`src/rtl/pwl_stim_pkg.sv`:
```
// pwl_stim_pkg: shared types and helpers for the PWL stimulus source.
//   state_t  : playback FSM states (IDLE, LOAD, RUN, DONE)
//   seg_t    : one segment table entry at the default widths
//   sat_add  : width-generic saturating signed add
package pwl_stim_pkg;

    localparam int DEF_WIDTH     = 25;
    localparam int DEF_LEN_WIDTH = 16;
    // Widest value word sat_add can handle.
    localparam int SAT_MAX_W     = 64;

    typedef enum logic [1:0] {
        IDLE = 2'd0,
        LOAD = 2'd1,
        RUN  = 2'd2,
        DONE = 2'd3
    } state_t;

    typedef struct packed {
        logic signed [DEF_WIDTH-1:0] v_start;
        logic signed [DEF_WIDTH-1:0] slope;
        logic [DEF_LEN_WIDTH-1:0]    len;
    } seg_t;

    // Adds two sign-extended w-bit values one bit wider than the operands
    // and clamps the sum to the signed w-bit range. Callers sign-extend
    // into SAT_MAX_W bits and keep the low w bits of the result.
    function automatic logic signed [SAT_MAX_W-1:0] sat_add(
        input logic signed [SAT_MAX_W-1:0] a,
        input logic signed [SAT_MAX_W-1:0] b,
        input int unsigned                 w
    );
        logic signed [SAT_MAX_W:0] sum;
        logic signed [SAT_MAX_W:0] hi;
        logic signed [SAT_MAX_W:0] lo;
        sum = {a[SAT_MAX_W-1], a} + {b[SAT_MAX_W-1], b};
        hi  = ((SAT_MAX_W+1)'(1) <<< (w - 1)) - (SAT_MAX_W+1)'(1);
        lo  = -((SAT_MAX_W+1)'(1) <<< (w - 1));
        if (sum > hi)
            sat_add = hi[SAT_MAX_W-1:0];
        else if (sum < lo)
            sat_add = lo[SAT_MAX_W-1:0];
        else
            sat_add = sum[SAT_MAX_W-1:0];
    endfunction

endpackage

```
`src/rtl/pwl_stim_table.sv`:
```
// pwl_stim_table: N_SEG-deep segment storage for pwl_stim.
//   clk                          write clock (no reset: contents are don't-care until written)
//   wr_en/wr_addr/wr_*           synchronous write port, one full segment per strobe
//   rd_addr                      read index (current segment)
//   rd_v_start/rd_slope/rd_len   asynchronous read data
module pwl_stim_table
    import pwl_stim_pkg::*;
#(
    parameter int WIDTH     = DEF_WIDTH,
    parameter int LEN_WIDTH = DEF_LEN_WIDTH,
    parameter int N_SEG     = 8
) (
    input  logic                     clk,
    input  logic                     wr_en,
    input  logic [$clog2(N_SEG)-1:0] wr_addr,
    input  logic [WIDTH-1:0]         wr_v_start,
    input  logic [WIDTH-1:0]         wr_slope,
    input  logic [LEN_WIDTH-1:0]     wr_len,
    input  logic [$clog2(N_SEG)-1:0] rd_addr,
    output logic [WIDTH-1:0]         rd_v_start,
    output logic [WIDTH-1:0]         rd_slope,
    output logic [LEN_WIDTH-1:0]     rd_len
);

    logic [WIDTH-1:0]     v_mem     [N_SEG];
    logic [WIDTH-1:0]     slope_mem [N_SEG];
    logic [LEN_WIDTH-1:0] len_mem   [N_SEG];

    always_ff @(posedge clk) begin
        if (wr_en) begin
            v_mem[wr_addr]     <= wr_v_start;
            slope_mem[wr_addr] <= wr_slope;
            len_mem[wr_addr]   <= wr_len;
        end
    end

    // N_SEG is a power of 2, so every index value is in range.
    assign rd_v_start = v_mem[rd_addr];
    assign rd_slope   = slope_mem[rd_addr];
    assign rd_len     = len_mem[rd_addr];

endmodule

```
`src/rtl/pwl_stim.sv`:
```
// pwl_stim: piecewise-linear stimulus source feeding the analog model input.
// Each segment emits its start value for one cycle, then len values stepped
// by slope (saturating), one per enabled clk. Playback runs segments
// 0..last_seg, with last_seg captured at start.
//   clk, rst        clock, asynchronous active-low reset
//   en              step enable for RUN (LOAD proceeds regardless)
//   start, abort    control pulses; abort wins and returns to IDLE
//   last_seg        final segment index, sampled at start
//   wr_*            segment table write port (accepted only when not busy)
//   v_out           signed fixed-point stimulus, scale 2^EXPONENT
//   busy, done      in LOAD/RUN, in DONE
//   seg_idx         current segment index
//   wr_err          one-cycle pulse when a write arrives while busy
// Optional feature macro PWL_STIM_LOOP_EN: adds input loop; when high at the
// end of the final segment, playback restarts at segment 0 instead of DONE.
module pwl_stim
    import pwl_stim_pkg::*;
#(
    parameter int WIDTH     = DEF_WIDTH,
    parameter int EXPONENT  = -16,
    parameter int N_SEG     = 8,
    parameter int LEN_WIDTH = DEF_LEN_WIDTH
) (
    input  logic                     clk,
    input  logic                     rst,
    input  logic                     en,
    input  logic                     start,
    input  logic                     abort,
`ifdef PWL_STIM_LOOP_EN
    input  logic                     loop,
`endif
    input  logic [$clog2(N_SEG)-1:0] last_seg,
    input  logic                     wr_en,
    input  logic [$clog2(N_SEG)-1:0] wr_addr,
    input  logic [WIDTH-1:0]         wr_v_start,
    input  logic [WIDTH-1:0]         wr_slope,
    input  logic [LEN_WIDTH-1:0]     wr_len,
    output logic [WIDTH-1:0]         v_out,
    output logic                     busy,
    output logic                     done,
    output logic [$clog2(N_SEG)-1:0] seg_idx,
    output logic                     wr_err
);

    localparam int IW = $clog2(N_SEG);

    if (N_SEG < 2 || (N_SEG & (N_SEG - 1)) != 0) begin : g_bad_nseg
        $error("pwl_stim: N_SEG=%0d must be a power of 2 >= 2 (EXPONENT=%0d)", N_SEG, EXPONENT);
    end

    state_t                   state_q, state_d;
    logic [IW-1:0]            seg_q, seg_d;
    logic [IW-1:0]            last_q, last_d;
    logic [LEN_WIDTH-1:0]     cnt_q, cnt_d;
    logic signed [WIDTH-1:0]  v_q, v_d;
    logic                     wr_err_q, wr_err_d;

    logic                     tbl_we;
    logic                     busy_c;
    logic                     at_last;
    state_t                   fin_state;
    logic [IW-1:0]            fin_seg;
    logic signed [WIDTH-1:0]  rd_v_start;
    logic signed [WIDTH-1:0]  rd_slope;
    logic [LEN_WIDTH-1:0]     rd_len;

    pwl_stim_table #(
        .WIDTH     (WIDTH),
        .LEN_WIDTH (LEN_WIDTH),
        .N_SEG     (N_SEG)
    ) u_table (
        .clk        (clk),
        .wr_en      (tbl_we),
        .wr_addr    (wr_addr),
        .wr_v_start (wr_v_start),
        .wr_slope   (wr_slope),
        .wr_len     (wr_len),
        .rd_addr    (seg_q),
        .rd_v_start (rd_v_start),
        .rd_slope   (rd_slope),
        .rd_len     (rd_len)
    );

    always_ff @(posedge clk or negedge rst) begin
        if (!rst) begin
            state_q  <= IDLE;
            seg_q    <= '0;
            last_q   <= '0;
            cnt_q    <= '0;
            v_q      <= '0;
            wr_err_q <= 1'b0;
        end else begin
            state_q  <= state_d;
            seg_q    <= seg_d;
            last_q   <= last_d;
            cnt_q    <= cnt_d;
            v_q      <= v_d;
            wr_err_q <= wr_err_d;
        end
    end

    always_comb begin
        state_d  = state_q;
        seg_d    = seg_q;
        last_d   = last_q;
        cnt_d    = cnt_q;
        v_d      = v_q;
        busy_c   = (state_q == LOAD) || (state_q == RUN);
        at_last  = (seg_q == last_q);
        // The table is only rewritten while no playback can be reading it.
        tbl_we   = wr_en && !busy_c;
        wr_err_d = wr_en && busy_c;

        // Where playback goes after the final segment's last output.
        fin_state = DONE;
        fin_seg   = seg_q;
`ifdef PWL_STIM_LOOP_EN
        if (loop) begin
            fin_state = LOAD;
            fin_seg   = '0;
        end
`endif

        if (abort) begin
            state_d = IDLE;
        end else begin
            case (state_q)
                IDLE, DONE: begin
                    if (start) begin
                        state_d = LOAD;
                        seg_d   = '0;
                        last_d  = last_seg;
                    end
                end
                LOAD: begin
                    v_d   = rd_v_start;
                    cnt_d = rd_len;
                    if (rd_len != '0) begin
                        state_d = RUN;
                    end else if (at_last) begin
                        state_d = fin_state;
                        seg_d   = fin_seg;
                    end else begin
                        seg_d = seg_q + 1'b1;
                    end
                end
                RUN: begin
                    if (en) begin
                        v_d   = WIDTH'(sat_add(SAT_MAX_W'(v_q), SAT_MAX_W'(rd_slope), WIDTH));
                        cnt_d = cnt_q - 1'b1;
                        if (cnt_q == LEN_WIDTH'(1)) begin
                            if (at_last) begin
                                state_d = fin_state;
                                seg_d   = fin_seg;
                            end else begin
                                state_d = LOAD;
                                seg_d   = seg_q + 1'b1;
                            end
                        end
                    end
                end
                default: state_d = IDLE;
            endcase
        end
    end

    assign v_out   = v_q;
    assign busy    = busy_c;
    assign done    = (state_q == DONE);
    assign seg_idx = seg_q;
    assign wr_err  = wr_err_q;

endmodule

```
`config.mk`:
```
export PLATFORM = sky130hd
export DESIGN_NAME = pwl_stim
export DESIGN_NICKNAME = d
export VERILOG_FILES = /design/src/rtl/pwl_stim_pkg.sv /design/src/rtl/pwl_stim_table.sv /design/src/rtl/pwl_stim.sv
export SDC_FILE = /design/constraint.sdc
export NUM_CORES = 1
export LEC_CHECK = 0
export BUFFER_PORTS_ARGS = -buffer_cell sky130_fd_sc_hd__buf_2
export CORE_UTILIZATION = 45
export DETAILED_ROUTE_END_ITERATION = 8
export PLACE_DENSITY = 0.69
export SLEW_MARGIN = 0
export SYNTH_ARGS = -nofsm -noshare
export SYNTH_HDL_FRONTEND = slang
export SYNTH_SLANG_ARGS = --single-unit
```
`constraint.sdc`:
```
create_clock -name clk -period 12.33 [get_ports clk]
set_input_delay 1.8495 -clock clk [delete_from_list [all_inputs] [get_ports clk]]
set_output_delay 1.8495 -clock clk [all_outputs]
set_load 0.05 [all_outputs]
```
# Word-level counts from Yosys, hierarchy flattened
# Memories as Yosys holds them, arrays and structs flattened.
# Index checks and enable logic that the tools add are counted.
# Widths: inputs -> output; s select.
# word_totals
reg_bits,50
mem_bits_rw,528
in_bits,78
wordCells,62
memories,3
# op_classes
add_sub_neg,3
magnitude_cmp,2
eq_ne,13
muxes,22
n_bitwise,1
reduce_logical,12
# mem_list
name,depth,word_bits,read_ports,rd_clocked_by_memory_dff,wr,line_no,rtl
u_table.slope_mem,8,25,1,0,1,pwl_stim_table.sv:26,logic [WIDTH-1:0] slope_mem [N_SEG];
u_table.v_mem,8,25,1,0,1,pwl_stim_table.sv:25,logic [WIDTH-1:0] v_mem [N_SEG];
u_table.len_mem,8,16,1,0,1,pwl_stim_table.sv:27,logic [LEN_WIDTH-1:0] len_mem [N_SEG];
# op_table
op,count
$mux 25,3
$pmux 25 s2,1
$pmux 16 s2,1
$add 25x25->26,1
$gt 26x25->1 const B,1
$lt 26x25->1 const B,1
$eq 16x1->1 const B,1
$mux 16,1
$reduce_bool 16->1,1
$sub 16x1->16 const B,1
$mux 3,5
$mux 2,7
$pmux 3 s3,1
$ne 2x2->1 const B,3
$ne 3x3->1 const B,2
$pmux 2 s3,1
$reduce_and 3->1,2
$reduce_and 5->1,1
$eq 2x2->1 const B,2
$ne 4x3->1 const B,1
$reduce_and 4->1,1
$add 3x1->3 const B,1
$eq 3x3->1,1
$ne 3x2->1 const B,1
10 further kinds,12

# Logic depth before layout (Yosys ltp)
# An unclocked memory read counts as a cell.
# logic_depth
word_depth,7
ltp_mapped,20
mapped_depth_nobuf,13

# Hierarchy
# A second synthesis with hierarchy kept.
# unflattened
cells_unflattened,1279
area_unflattened_um2,23926.7
# modules_own_cells
mod,n_inst,cells_per_inst,area_each_um2,seq_area_each_um2
pwl_stim_table,1,776,19852.8,15855.2
pwl_stim,1,503,4073.9,1251.2

# Worst setup path before layout
# OpenSTA, ideal clock, no wires.
# synth_timing
path_kind,input to register
start,input wr_addr[0]
end,memory u_table.len_mem[2][0] in the netlist's numbering (enable)
setup_time_ns,0.572
t_arrival_ns,6.514
setup_slack_ns,5.244
path_stages,2
path_cell_list,nand2b_1 -> nor3_1
# synth_lines
item,line_no,rtl
"start, declared",pwl_stim.sv:34,"input logic [$clog2(N_SEG)-1:0] wr_addr,"
"end, declared",pwl_stim_table.sv:27,
# Straight into the memory's write port.

# Worst setup path after layout
# layout_timing
start,register seg_q[1] (netlist: seg_idx[1])
end,register v_q[9] (netlist: v_out[9])
# layout_between
elab_chain_cells,7
# layout_lines
item,line_no,rtl
"start, declared",pwl_stim.sv:52,"logic [IW-1:0] seg_q, seg_d;"
"start signal, assigned",pwl_stim.sv:94,seg_q <= seg_d;
$mem_v2 8x25,-,
$add 25x25->26,pwl_stim_pkg.sv:36,"sum = {a[SAT_MAX_W-1], a} + {b[SAT_MAX_W-1], b};"
$lt 26x25->1,pwl_stim_pkg.sv:41,else if (sum < lo)
$mux 25,pwl_stim_pkg.sv:41,
$mux 25,pwl_stim_pkg.sv:39,if (sum > hi)
$mux 25,pwl_stim.sv:148,if (en) begin
$pmux 25 s2 (*),pwl_stim.sv:127,case (state_q)
"end signal, assigned",pwl_stim.sv:97,v_q <= v_d;
"end, declared",pwl_stim.sv:55,"logic signed [WIDTH-1:0] v_q, v_d;"
# Mark *: on every way between the ends. The rest lies on a longest branch, timed or not. The select of a mux whose other input is x is not followed.
# A chain may end at the register's enable or synchronous reset.

==> flow_metrics.env <==
export IMPL_outcome="completed"
export IMPL_hold_class="reg2reg"
export IMPL_synth_top_area_frac=0.662
export IMPL_drive_above_1_share=0.278
export IMPL_synth_largest_area_cell="edfxtp_1"
export IMPL_arrival_ps=6270
export IMPL_antenna_found_initial=9
export IMPL_max_cap_viol_count=0
export IMPL_powerDensity_nw_per_um2=220
export IMPL_finalCritPeriodShare=0.467
export IMPL_cts_hold_buf=0
export IMPL_cts_made_buffers=57
export IMPL_cts_max_path_buffers=3
export IMPL_initialDrtViolationCount=1207
export IMPL_synth_edf_count=528
export IMPL_num_rows=84
export IMPL_clock_sinks=578
export IMPL_cp_start_kind="flip-flop"
export IMPL_yosysUniqueCellTypes=65
export IMPL_syn_cell_area_sq_um=24000
export IMPL_root_buffer="clkbuf_16"
export IMPL_worstPathRequired_ps=12850
export IMPL_grt_pass1_vias=12800
export IMPL_start_util=0.456
export IMPL_final_cells=2132
export IMPL_rsz0062_at_grt="no"
export IMPL_tritoncts="done"
export IMPL_worstMarginPinSlew_ps=954
export IMPL_grt_util_all_layers=0.200
export IMPL_slew_viol_final=0
export IMPL_slowest_stage="dfrtp_4"
export IMPL_clkTransAtPathRegs_ps=60
export IMPL_synth_seq_area_share=0.714
export IMPL_grt_max_degree=105
export IMPL_path_delay_family="simple AND/OR/NAND/NOR gates"
export IMPL_dr_pass1_iters=7
export IMPL_port_buffers=108
export IMPL_crit_cells=13
export IMPL_die_area_sq_um=54200
export IMPL_syn_inst=1276
export IMPL_crit_top_cell="buf_4"
export IMPL_end_kind="flip-flop"
export IMPL_relSlewSlack=0.364
export IMPL_ys_ff_latch=578
export IMPL_peakVddDrop_uv=135
export IMPL_vias=12600
export IMPL_synthArstFlopShare=0.0865
export IMPL_layout_min_cycle_time_ps=5760
export IMPL_dp_hpwl_mm=32.1
export IMPL_synth_area_top_cells="edfxtp_1 (66%), mux4_2 (11%), dfrtp_1 (5.2%)"
export IMPL_cellLeakagePower_nw=8.80
export IMPL_tns_ps=0
export IMPL_grt_pass1_wl_mm=80.2
export IMPL_cts_resized=0
export IMPL_path_class="reg2reg"
export IMPL_synthFlopType="edfxtp_1"
export IMPL_rr_worst_depth=13
export IMPL_grt_ovfl_total=0
export IMPL_wl_per_cell_microns=24.9
export IMPL_viasPerCell=5.90
export IMPL_syn_to_final_growth_pct=13.8
export IMPL_hold_depth=1
export IMPL_layout_nets=1505
export IMPL_skew_ps=23.7
export IMPL_setup_viol=0
export IMPL_slowest_delay_ps=810
export IMPL_core_sq_um=52600
export IMPL_syn_nets=1386
export IMPL_post_cts_setup_buffers=0
export IMPL_drt_wl_total_mm=53.0
export IMPL_gp_congestion=0.899
export IMPL_finalHoldViolations=0
export IMPL_boundaryPins=109
export IMPL_ant_nets=0
export IMPL_crit_fanout=51
export IMPL_yosys_warnings=0
export IMPL_drcViolationCount=0
export IMPL_die_y_microns=233
export IMPL_max_freq_mhz=174
export IMPL_crit_buf_inv=2
export IMPL_final_core_util=0.519
export IMPL_synth_avg_cell_area_sq_um=18.8
export IMPL_clk_latency_ps=630
export IMPL_cp_cell_sequence="buf_4, buf_4, mux4_2, mux2_2, ha_1, nand4_1, or4_1, a31oi_1, o41a_1, o221ai_1, nand2_1, nor2_1, a221o_1"
export IMPL_die_w_microns=233
export IMPL_diodes=0
export IMPL_htree_levels=2
export IMPL_dp_cells=2024
cells in the final DEF (no fill, tap or decap), drive strengths merged, types with 16 or more instances in the layout:
master  synthesis  final
inv            13     16
buf            29    126
ha             31     31
mux2i          34     34
dfrtp          50     50
o21ai          53     53
nor2           52     52
mux4          132    132
nand2          34     34
mux2           41     41
edfxtp        528    528
a21oi          38     38
clkbuf         37     66
clkinv          0     25
nand3          20     20
cell usage after synthesis (all sizes together) (3+ instances only):
cell type and n:
o21a 10, nor3b 3, o32a 15, o21ai 53, nand2b 5, edfxtp 528, nor2b 7, buf 29
mux4 132, and3 5, o22ai 13, nor3 15, nand4 8, dfrtp 50, nor4b 3, or2 3
xor2 10, nor2 52, a21o 6, nand3 20, a211oi 7, clkbuf 37, a21oi 38, mux2i 34
a31oi 5, mux2 41, nand2 34, nor4 8, inv 13, xnor2 10, or3 6, a221o 7
ha 31, and2 4
sequential cells by signal (all words and copies together) (netlist names):
| name | flops |
|---|---|
| v_out | 25 |
| state_q | 2 |
| wr_err | 1 |
| last_q | 3 |
| cnt_q | 16 |
| u_table.v_mem | 200 |
| seg_idx | 3 |
| u_table.len_mem | 128 |
| u_table.slope_mem | 200 |
worst paths after layout:
check,start,endpoint,slack (ps)
worst max-delay path,seg_idx[1],v_out[9],6570
worst min-delay path,last_q[0],last_q[0],530
worst max register to register,seg_idx[1],v_out[9],6570
worst min register to register,last_q[0],last_q[0],530
max in group asynchronous,rst,seg_idx[0],10360
min in group asynchronous,rst,cnt_q[11],1360
layer usage:
metal	share of wire	track usage	vias up
li1	-	-	5505
met1	0.44	0.289	6580
met2	0.47	0.315	397
met3	0.064	0.0374	83
met4	0.019	0.0521	14
met5	0.0016	0	-
report_power, final:
part / internal [W] / leakage, nW / switching, W
logic: 0.000728 / 2.48 / 0.00103
clock network: 0.00107 / 0.964 / 0.000760
registers: 0.00226 / 5.36 / 0.000143
total: 0.00406 / 8.80 / 0.00193
stage by stage:
step                setup WS [ps]  total power [W]  hold WS (ps)  area [sq um]
floorplan                    5240          0.00373           501         24000
global placement             6600          0.00419           513         25300
detailed placement           6570          0.00420           519         25300
CTS                          6530          0.00602           532         27300
global route                 6200          0.00626           559         27300
finish                       6570          0.00599           530         27300
cell type report:
cell class              count  area [sq um]
clock inverters            42           489
repair buffers            126           688
inverters                  13          48.8
well taps                 688           861
flip-flops and latches    578         17100
fillers                  4193         25300
multi-input cells         619          6570
clock buffers              66          1500
kinds of logic (layout without fill, tap and decap cells):
family                     Yosys count  count (layout)  share of synthesized area
DFF                                578             578                      0.714
muxes                              207             207                      0.159
AOI/OAI and AO/OA                  180             180                     0.0506
and+or+nand+nor                    180             180                     0.0371
buffers and inverters               79             247                     0.0145
adders and majority gates           32              32                     0.0170
xor gates and xnor gates            20              20                    0.00731
No activity file was read; power rests on OpenSTA's default activity.
